`src/rtl/muldiv_ctrl_pkg.sv`:
```
// Shared constants, state type and helpers for the HI/LO multiply/divide controller.
`ifndef MULDIV_DEFINES
`define MULDIV_DEFINES
`define MD_ST_IDLE     2'd0
`define MD_ST_MUL_BUSY 2'd1
`define MD_ST_DIV_BUSY 2'd2
`define MD_ST_DONE     2'd3
`define MD_DIV_ITERS   32
`define MD_MUL_LAT     2
`endif

package muldiv_ctrl_pkg;
  typedef enum logic [1:0] {
    IDLE     = `MD_ST_IDLE,
    MUL_BUSY = `MD_ST_MUL_BUSY,
    DIV_BUSY = `MD_ST_DIV_BUSY,
    DONE     = `MD_ST_DONE
  } md_state_e;

  localparam int DIV_ITERS = `MD_DIV_ITERS;

  function automatic logic [31:0] abs32(input logic [31:0] v, input logic sgn);
    return (sgn & v[31]) ? -v : v;
  endfunction
endpackage

```
`src/rtl/muldiv_ctrl_div_iter.sv`:
```
// One restoring radix-2 step: shift the next dividend bit into the partial
// remainder, subtract the divisor if it fits, and shift the quotient bit in.
module div_iter (
  input  logic [31:0] rem,
  input  logic [31:0] quo,
  input  logic [31:0] dvs,
  output logic [31:0] rem_n,
  output logic [31:0] quo_n
);
  logic [32:0] sh, diff;

  assign sh    = {rem, quo[31]};
  assign diff  = sh - {1'b0, dvs};
  // rem < dvs keeps sh below 2*dvs, so bit 32 of diff is a clean borrow flag
  assign rem_n = diff[32] ? sh[31:0] : diff[31:0];
  assign quo_n = {quo[30:0], ~diff[32]};
endmodule

```
`src/rtl/muldiv_ctrl.sv`:
```
// E-stage multiply/divide controller: pipelined 33x33 multiply, 32-step restoring
// divide, pipeline stall and one-cycle HI/LO write pulse.
module muldiv_ctrl
  import muldiv_ctrl_pkg::*;
#(
  parameter int MUL_LAT = `MD_MUL_LAT
) (
  input  logic        clk,
  input  logic        rst,
  input  logic        ismult,
  input  logic        signedmult,
  input  logic        isdiv,
  input  logic        signeddiv,
  input  logic [31:0] src_a,
  input  logic [31:0] src_b,
  input  logic        flush,
  output logic        stall,
  output logic        result_valid,
  output logic [31:0] result_hi,
  output logic [31:0] result_lo
);
  localparam logic [4:0] MUL_LAST = 5'(MUL_LAT >= 2 ? MUL_LAT - 2 : 0);
  localparam logic [4:0] DIV_LAST = 5'(DIV_ITERS - 1);

  md_state_e   state;
  logic [4:0]  cnt;
  logic [31:0] rem, quo, dvs, rem_n, quo_n;
  logic        neg_q, neg_r;
  logic        accept, take_mul, take_div;
  logic [63:0] a_ext, b_ext, prod_in, mul_out;

  assign accept   = (state == IDLE) & (ismult | isdiv) & ~flush;
  assign take_mul = accept & ismult;
  assign take_div = accept & ~ismult;

  assign stall        = ~rst & (accept | (~flush & ((state == MUL_BUSY) | (state == DIV_BUSY))));
  assign result_valid = ~rst & ~flush & (state == DONE);

  // 33-bit operands extended to 64; the low 64 product bits are exact either way
  assign a_ext   = {{32{signedmult & src_a[31]}}, src_a};
  assign b_ext   = {{32{signedmult & src_b[31]}}, src_b};
  assign prod_in = a_ext * b_ext;

  generate
    if (MUL_LAT == 1) begin : g_lat1
      assign mul_out = prod_in;
    end else begin : g_pipe
      logic [63:0] mp [MUL_LAT-1];
      always_ff @(posedge clk) begin
        if (rst) begin
          for (int i = 0; i < MUL_LAT - 1; i++) mp[i] <= '0;
        end else begin
          if (take_mul) mp[0] <= prod_in;
          for (int i = 1; i < MUL_LAT - 1; i++) mp[i] <= mp[i-1];
        end
      end
      assign mul_out = mp[MUL_LAT-2];
    end
  endgenerate

  div_iter u_div_iter (
    .rem   (rem),
    .quo   (quo),
    .dvs   (dvs),
    .rem_n (rem_n),
    .quo_n (quo_n)
  );

  always_ff @(posedge clk) begin
    if (rst) begin
      state     <= IDLE;
      cnt       <= '0;
      rem       <= '0;
      quo       <= '0;
      dvs       <= '0;
      neg_q     <= 1'b0;
      neg_r     <= 1'b0;
      result_hi <= '0;
      result_lo <= '0;
    end else if (flush) begin
      state <= IDLE;
    end else begin
      case (state)
        IDLE: begin
          if (take_mul) begin
            state <= (MUL_LAT == 1) ? DONE : MUL_BUSY;
            cnt   <= '0;
            if (MUL_LAT == 1) {result_hi, result_lo} <= mul_out;
          end else if (take_div) begin
            state <= DIV_BUSY;
            cnt   <= '0;
            rem   <= '0;
            quo   <= abs32(src_a, signeddiv);
            dvs   <= abs32(src_b, signeddiv);
            // zero divisor must leave the all-ones quotient unnegated
            neg_q <= signeddiv & (src_a[31] ^ src_b[31]) & (|src_b);
            neg_r <= signeddiv & src_a[31];
          end
        end
        MUL_BUSY: begin
          if (cnt == MUL_LAST) begin
            state                  <= DONE;
            {result_hi, result_lo} <= mul_out;
          end else begin
            cnt <= cnt + 5'd1;
          end
        end
        DIV_BUSY: begin
          rem <= rem_n;
          quo <= quo_n;
          cnt <= cnt + 5'd1;
          if (cnt == DIV_LAST) begin
            state     <= DONE;
            result_lo <= neg_q ? -quo_n : quo_n;
            result_hi <= neg_r ? -rem_n : rem_n;
          end
        end
        DONE:    state <= IDLE;
        default: state <= IDLE;
      endcase
    end
  end
endmodule
```
`config.mk`:
```
export PLATFORM = sky130hd
export DESIGN_NAME = muldiv_ctrl
export DESIGN_NICKNAME = d
export VERILOG_FILES = /design/src/rtl/muldiv_ctrl_pkg.sv /design/src/rtl/muldiv_ctrl_div_iter.sv /design/src/rtl/muldiv_ctrl.sv
export SDC_FILE = /design/constraint.sdc
export NUM_CORES = 2
export LEC_CHECK = 0
export ABC_CLOCK_PERIOD_IN_PS = 12700
export CORE_MARGIN = 2
export CORE_UTILIZATION = 37
export CTS_BUF_LIST = sky130_fd_sc_hd__clkbuf_8
export DETAILED_ROUTE_END_ITERATION = 7
export RECOVER_POWER = 25
export SYNTH_ARGS = -nofsm -noshare
export SYNTH_HDL_FRONTEND = slang
export SYNTH_SLANG_ARGS = --single-unit
```
`constraint.sdc`:
```
create_clock -name clk -period 12.7 [get_ports clk]
set_clock_uncertainty 0.2 [all_clocks]
set_input_delay 2.54 -clock clk [delete_from_list [all_inputs] [get_ports clk]]
set_output_delay 2.54 -clock clk [all_outputs]
set_load 0.05 [all_outputs]
```
# After elaboration in Yosys (flattened, before gate mapping)
# Memories as Yosys holds them, arrays and structs flattened.
# Cells that the tools add are included.
[classes] add_sub_neg=6 mul=1 eq_ne=10 n_mux=33 n_bitwise=23 reduce_logical=13
[ops] op="$mux W32" n=13
[ops] op="$pmux W32 S2" n=4
[ops] op="$neg A32 Y32" n=4
[ops] op="$mul A33 B33 Y64" n=1
[ops] op="$mux W64" n=1
[ops] op="$reduce_or A64 Y1" n=1
[ops] op="$sub A33 B32 Y33" n=1
[ops] op="$reduce_or A32 Y1" n=1
[ops] op="$reduce_and A4 Y1" n=4
[ops] op="$mux W5" n=3
[ops] op="$pmux W5 S3" n=1
[ops] op="$and A1 B1 Y1" n=14
[ops] op="$mux W2" n=4
[ops] op="$pmux W2 S4" n=1
[ops] op="$mux W1" n=6
[ops] op="$ne A2 B2 Y1 const B" n=3
[ops] op="$add A5 B1 Y5 const B" n=1
[ops] op="$eq A5 B5 Y1 const B" n=1
[ops] op="$logic_not A5 Y1" n=1
[ops] op="$not A1 Y1" n=5
[ops] op="$eq A2 B2 Y1 const B" n=2
[ops] op="$ne A2 B1 Y1 const B" n=2
[ops] op="$reduce_bool A2 Y1" n=2
[ops] op="$ne A3 B3 Y1 const B" n=1
[ops] op="other kinds (7)" n=9
[word_totals] register_bits=169 ramBits=64 output_inout_bits=66 memories=1
[memory_table] memory="g_pipe.mp" words=1 word_bits=64 read_ports=1 rd_clocked_by_memory_dff=0 wr=1 line="muldiv_ctrl.sv:48" text="logic [63:0] mp [MUL_LAT-1];"

# Longest topological paths before layout
[depth] word_depth=9 mapped_depth=33 mapped_depth_nobuf=30

# By module
# From an unflattened synthesis, not the netlist that was laid out.
[unflattened] hier_cells=6010 area_unflattened_um2=52288.9
[by_module_without_submodules] mod="muldiv_ctrl" n_inst=1 cells_per_inst=5671 area_per_inst_um2=49750.2
[by_module_without_submodules] mod="div_iter" n_inst=1 cells_per_inst=339 area_per_inst_um2=2538.7

# Least setup slack after synthesis
# OpenSTA, ideal clock, no wires.
[synth_timing] kind="input-to-reg" startpoint="input port src_a[19]" endpoint="memory g_pipe.mp[0][63] (data pin)" setup_ns=0.265 t_arrival_ns=10.264 required_time_ns=12.235 setup_slack_ns=1.970 path_stages=30 path_buffers=3 path_cell_list="clkbuf_1 buf_1 nand2_1 fa_1 fa_1 inv_1 fa_1 fa_1 inv_1 fa_1 inv_1 fa_1 fa_1 inv_1 fa_1 inv_1 ha_1 clkbuf_1 nand4_1 or3_1 or2_2 o32ai_1 o21ai_0 o21ai_0 nor3b_1 o21ai_0 a211oi_1 a211oi_1 xnor2_1 nor2_1"
[synth_between] elab_chain_len=2
[synth_rtl] item="start: declaration" line="muldiv_ctrl.sv:14" text="input logic [31:0] src_a,"
[synth_rtl] item="$mul A33 B33 Y64" line="muldiv_ctrl.sv:42" text="assign prod_in = a_ext * b_ext;"
[synth_rtl] item="$mux W64 (no line)"
[synth_rtl] item="end: declaration" line="muldiv_ctrl.sv:48"
# Every way passes these cells.

# Worst setup path after layout
[layout_timing] startpoint="input port src_a[7]" endpoint="memory g_pipe.mp[0][52] (data pin)"
# The elaborated chain is that of the path after synthesis.

==> summary.md <==
| Metric | Value |
|---|---|
| Worst setup SP type | `input pin` |
| Inst Count DP | `7,704` |
| Setup violators final | `0` |
| Number of max-cap violations | `4` |
| Fin. max-slew vios | `221` |
| DR DRC count | `0` |
| R2R setup slack | `4.74 ns` |
| Fill count | `14,100` |
| First-pass GRT wire length | `256,000 um` |
| Share of cells above drive strength 1 | `4.49%` |
| Simple-Gate Fraction of Synth Area | `16.6%` |
| Critical Path Most Common Cell | `fa_1` |
| # Post-CTS Setup Buffers | `0` |
| Fin worst setup slack | `0.457 ns` |
| Slowest cell on crit path | `clkdlybuf4s50_1` |
| Sink Count | `233` |
| Vias | `40,600` |
| Failing checks | `capacitance limit, slew limit` |
| Post-Synthesis Cell Area | `52,000 um2` |
| Dpl ws | `0.0893 ns` |
| Crit end category | `flip-flop` |
| CTS buffer count | `41` |
| Global-route usage over all layers | `23.3%` |
| Worst hold path type | `reg -> reg` |
| Synth Warn # | `0` |
| Initial drt markers | `3,340` |
| Initial antenna violation count | `19` |
| Cell variety after synth | `83` |
| Max incr delay on CP | `0.90 ns` |
| Area leader, netlist | `fa_1` |
| Synth top area share | `43.4%` |
| Via density | `5.21` |
| Most frequent cells in the layout | `inv_1, fa_1, nand2_1` |
| Wirelength per Cell | `20.9 um` |
| Clock Tree Buf Depth | `3` |
| Port Buffers | `136` |
| Tcrit/Tclk final | `96.4%` |
| RSZ-0062 raised after global routing | `false` |
| Commonest non-fill, non-tap cell in the layout | `inv_1` |
| Number of synthesized flops with an enable pin | `64` |
| Final hold violations | `0` |
| Vias in the first global route | `43,200` |
| Post-synthesis adder-cell area fraction | `49.5%` |
| Crit Path Class | `in -> reg` |
| Die Area | `143,000 um2` |
| Post-synth ARST share | `0%` |
| Synth Area in Compound Gates | `8.45%` |
| Max frequency | `81.7 MHz` |
| ANT nets after route | `0` |
| Worst skew pair latency | `0.58 ns` |
| Cts hold-fix bufs | `0` |
| Detailed Route WL | `163,000 um` |
| Setup tns final | `0 ns` |
| Final cell count without fillers | `7,787` |
| FF+latch count, synth | `233` |
| Die Ht | `379 um` |
| Final nets | `7,324` |
| Crit path time final | `12.24 ns` |
| Sequential fraction of the synthesis area | `10.2%` |
| Worst Path Arrival | `12.26 ns` |
| Most used DFF post-synth | `dfxtp_1` |
| Hpwl dp | `130,000 um` |
| Largest family of logic cells by synthesized area | `adder cells` |
| Syn Area/Cell | `8.74 um2` |
| Crit path max fanout | `18` |
| Post-Synth XOR/XNOR Area | `3.44%` |
| Worst-Margin Slew | `3.88 ns` |
| Pin count of the biggest net entering global routing | `79` |
| Grt ovf | `0` |
| Rows | `137` |
| Synth Instances | `5,945` |
| Mux cell area share after synthesis | `0.631%` |
| Critical path required time | `12.72 ns` |
| Max_slew headroom | `-158%` |
| Largest cells by area after synthesis | `fa_1, inv_1, nand2_1` |
| Initial Util | `37.2%` |
| Drt first pass iters | `6` |
| Final RePlAce weighted congestion | `0.917` |
| CTS tree | `yes` |
| Root Buffer | `clkbuf_8` |
| Area of the core | `140,000 um2` |
| Area delta synth->final | `8.10%` |
| Status | `finished, violations left` |
| Clock Pin Slew Worst Setup and Hold Paths | `0.06 ns` |
| H-tree Lvls | `2` |
| Syn nets | `7,398` |
| Number of gates resized after CTS | `0` |
| Die width | `379 um` |
| IO Pins | `137` |
layout make-up:
type	count	area, um2	share of cell area, %
timing repair buffer	272	2470	4.40
multi-input combinational	4184	40900	72.9
clock buffer	53	729	1.30
inverter	1139	4280	7.61
antenna	8	20.0	0.0356
sequential	233	5310	9.44
tap	1876	2350	4.18
clock inverter	22	100	0.178
worst max-delay path, delay by kind of cell:
family                     cells  cell delay [ns]
xor gates and xnor gates       1             0.15
buffers and inverters          8             1.75
adders and majority gates      9             4.08
AOI/OAI and AO/OA              7             1.98
and+or+nand+nor                5             1.71
per-layer routing:
| metal | track usage [%] | share of wire, % | vias to the layer above |
|---|---|---|---|
| met5 | 0 | 0.055 | - |
| met4 | 5.35 | 2.3 | 14 |
| met3 | 4.78 | 9.2 | 204 |
| met2 | 37.0 | 45 | 1518 |
| met1 | 32.5 | 43 | 20900 |
| li1 | - | - | 18000 |
worst paths after layout:
kind / start / to / cells after the start
max reg2reg: quo[31] / result_hi[30] / 24
min: result_lo[1] / result_lo[1] / 2
max: src_a[7] / g_pipe.mp[0][52] / 30
min reg2reg: result_lo[1] / result_lo[1] / 2
registers in the layout, indices dropped and copies added, names as in the netlist:
name       count
neg_r          1
quo           32
result_lo     32
state          2
dvs           32
g_pipe.mp     64
rem           32
cnt            5
neg_q          1
result_hi     32
kinds of logic (layout without fill, tap and decap cells):
kind of cell | count (synthesis) | after routing
other | 0 | 8
AO/OA/AOI/OAI | 685 | 685
adder cells (fa/ha/maj) | 1382 | 1382
XOR/XNOR | 204 | 204
multiplexers | 31 | 31
AND/OR/NAND/NOR | 1882 | 1882
flip-flops | 233 | 233
buffers and inverters | 1528 | 1486
synth_stat cells, types with 8 or more instances:
library cell and instances:
a22oi_1 25, o211ai_1 23, nor2b_1 13, nor2_1 303, xnor2_1 116, ha_1 256
nand2_1 940, clkbuf_1 326, nor3_1 47, buf_2 8, nand3_1 45, dfxtp_1 169
and3_1 36, a31oi_1 20, and2_1 360, or2_2 15, inv_1 1139, fa_1 1126
or3_1 20, edfxtp_1 64, nand2b_1 17, a21oi_1 213, a21o_1 49, a211oi_1 71
o21ai_0 129, o31ai_1 29, a311oi_1 9, mux2i_1 23, a2111oi_0 9, o22ai_1 11
nand4_1 16, nor4_1 25, xor2_1 88, o21a_1 11, buf_1 50, o21bai_1 15
o41ai_1 11, or4_1 8
through the flow:
step	instance area [um2]	utilization, %	hold WS [ns]
floorplan	52000	-	0.232
global placement	55300	39.7	0.245
detailed placement	55300	39.7	0.255
CTS	56200	40.3	0.263
global route	56200	40.3	0.294
finish	56200	40.3	0.263
Power is left out: the tool's default activity adds up to more than one toggle a clock period on the data nets, which glitch-free logic cannot reach.
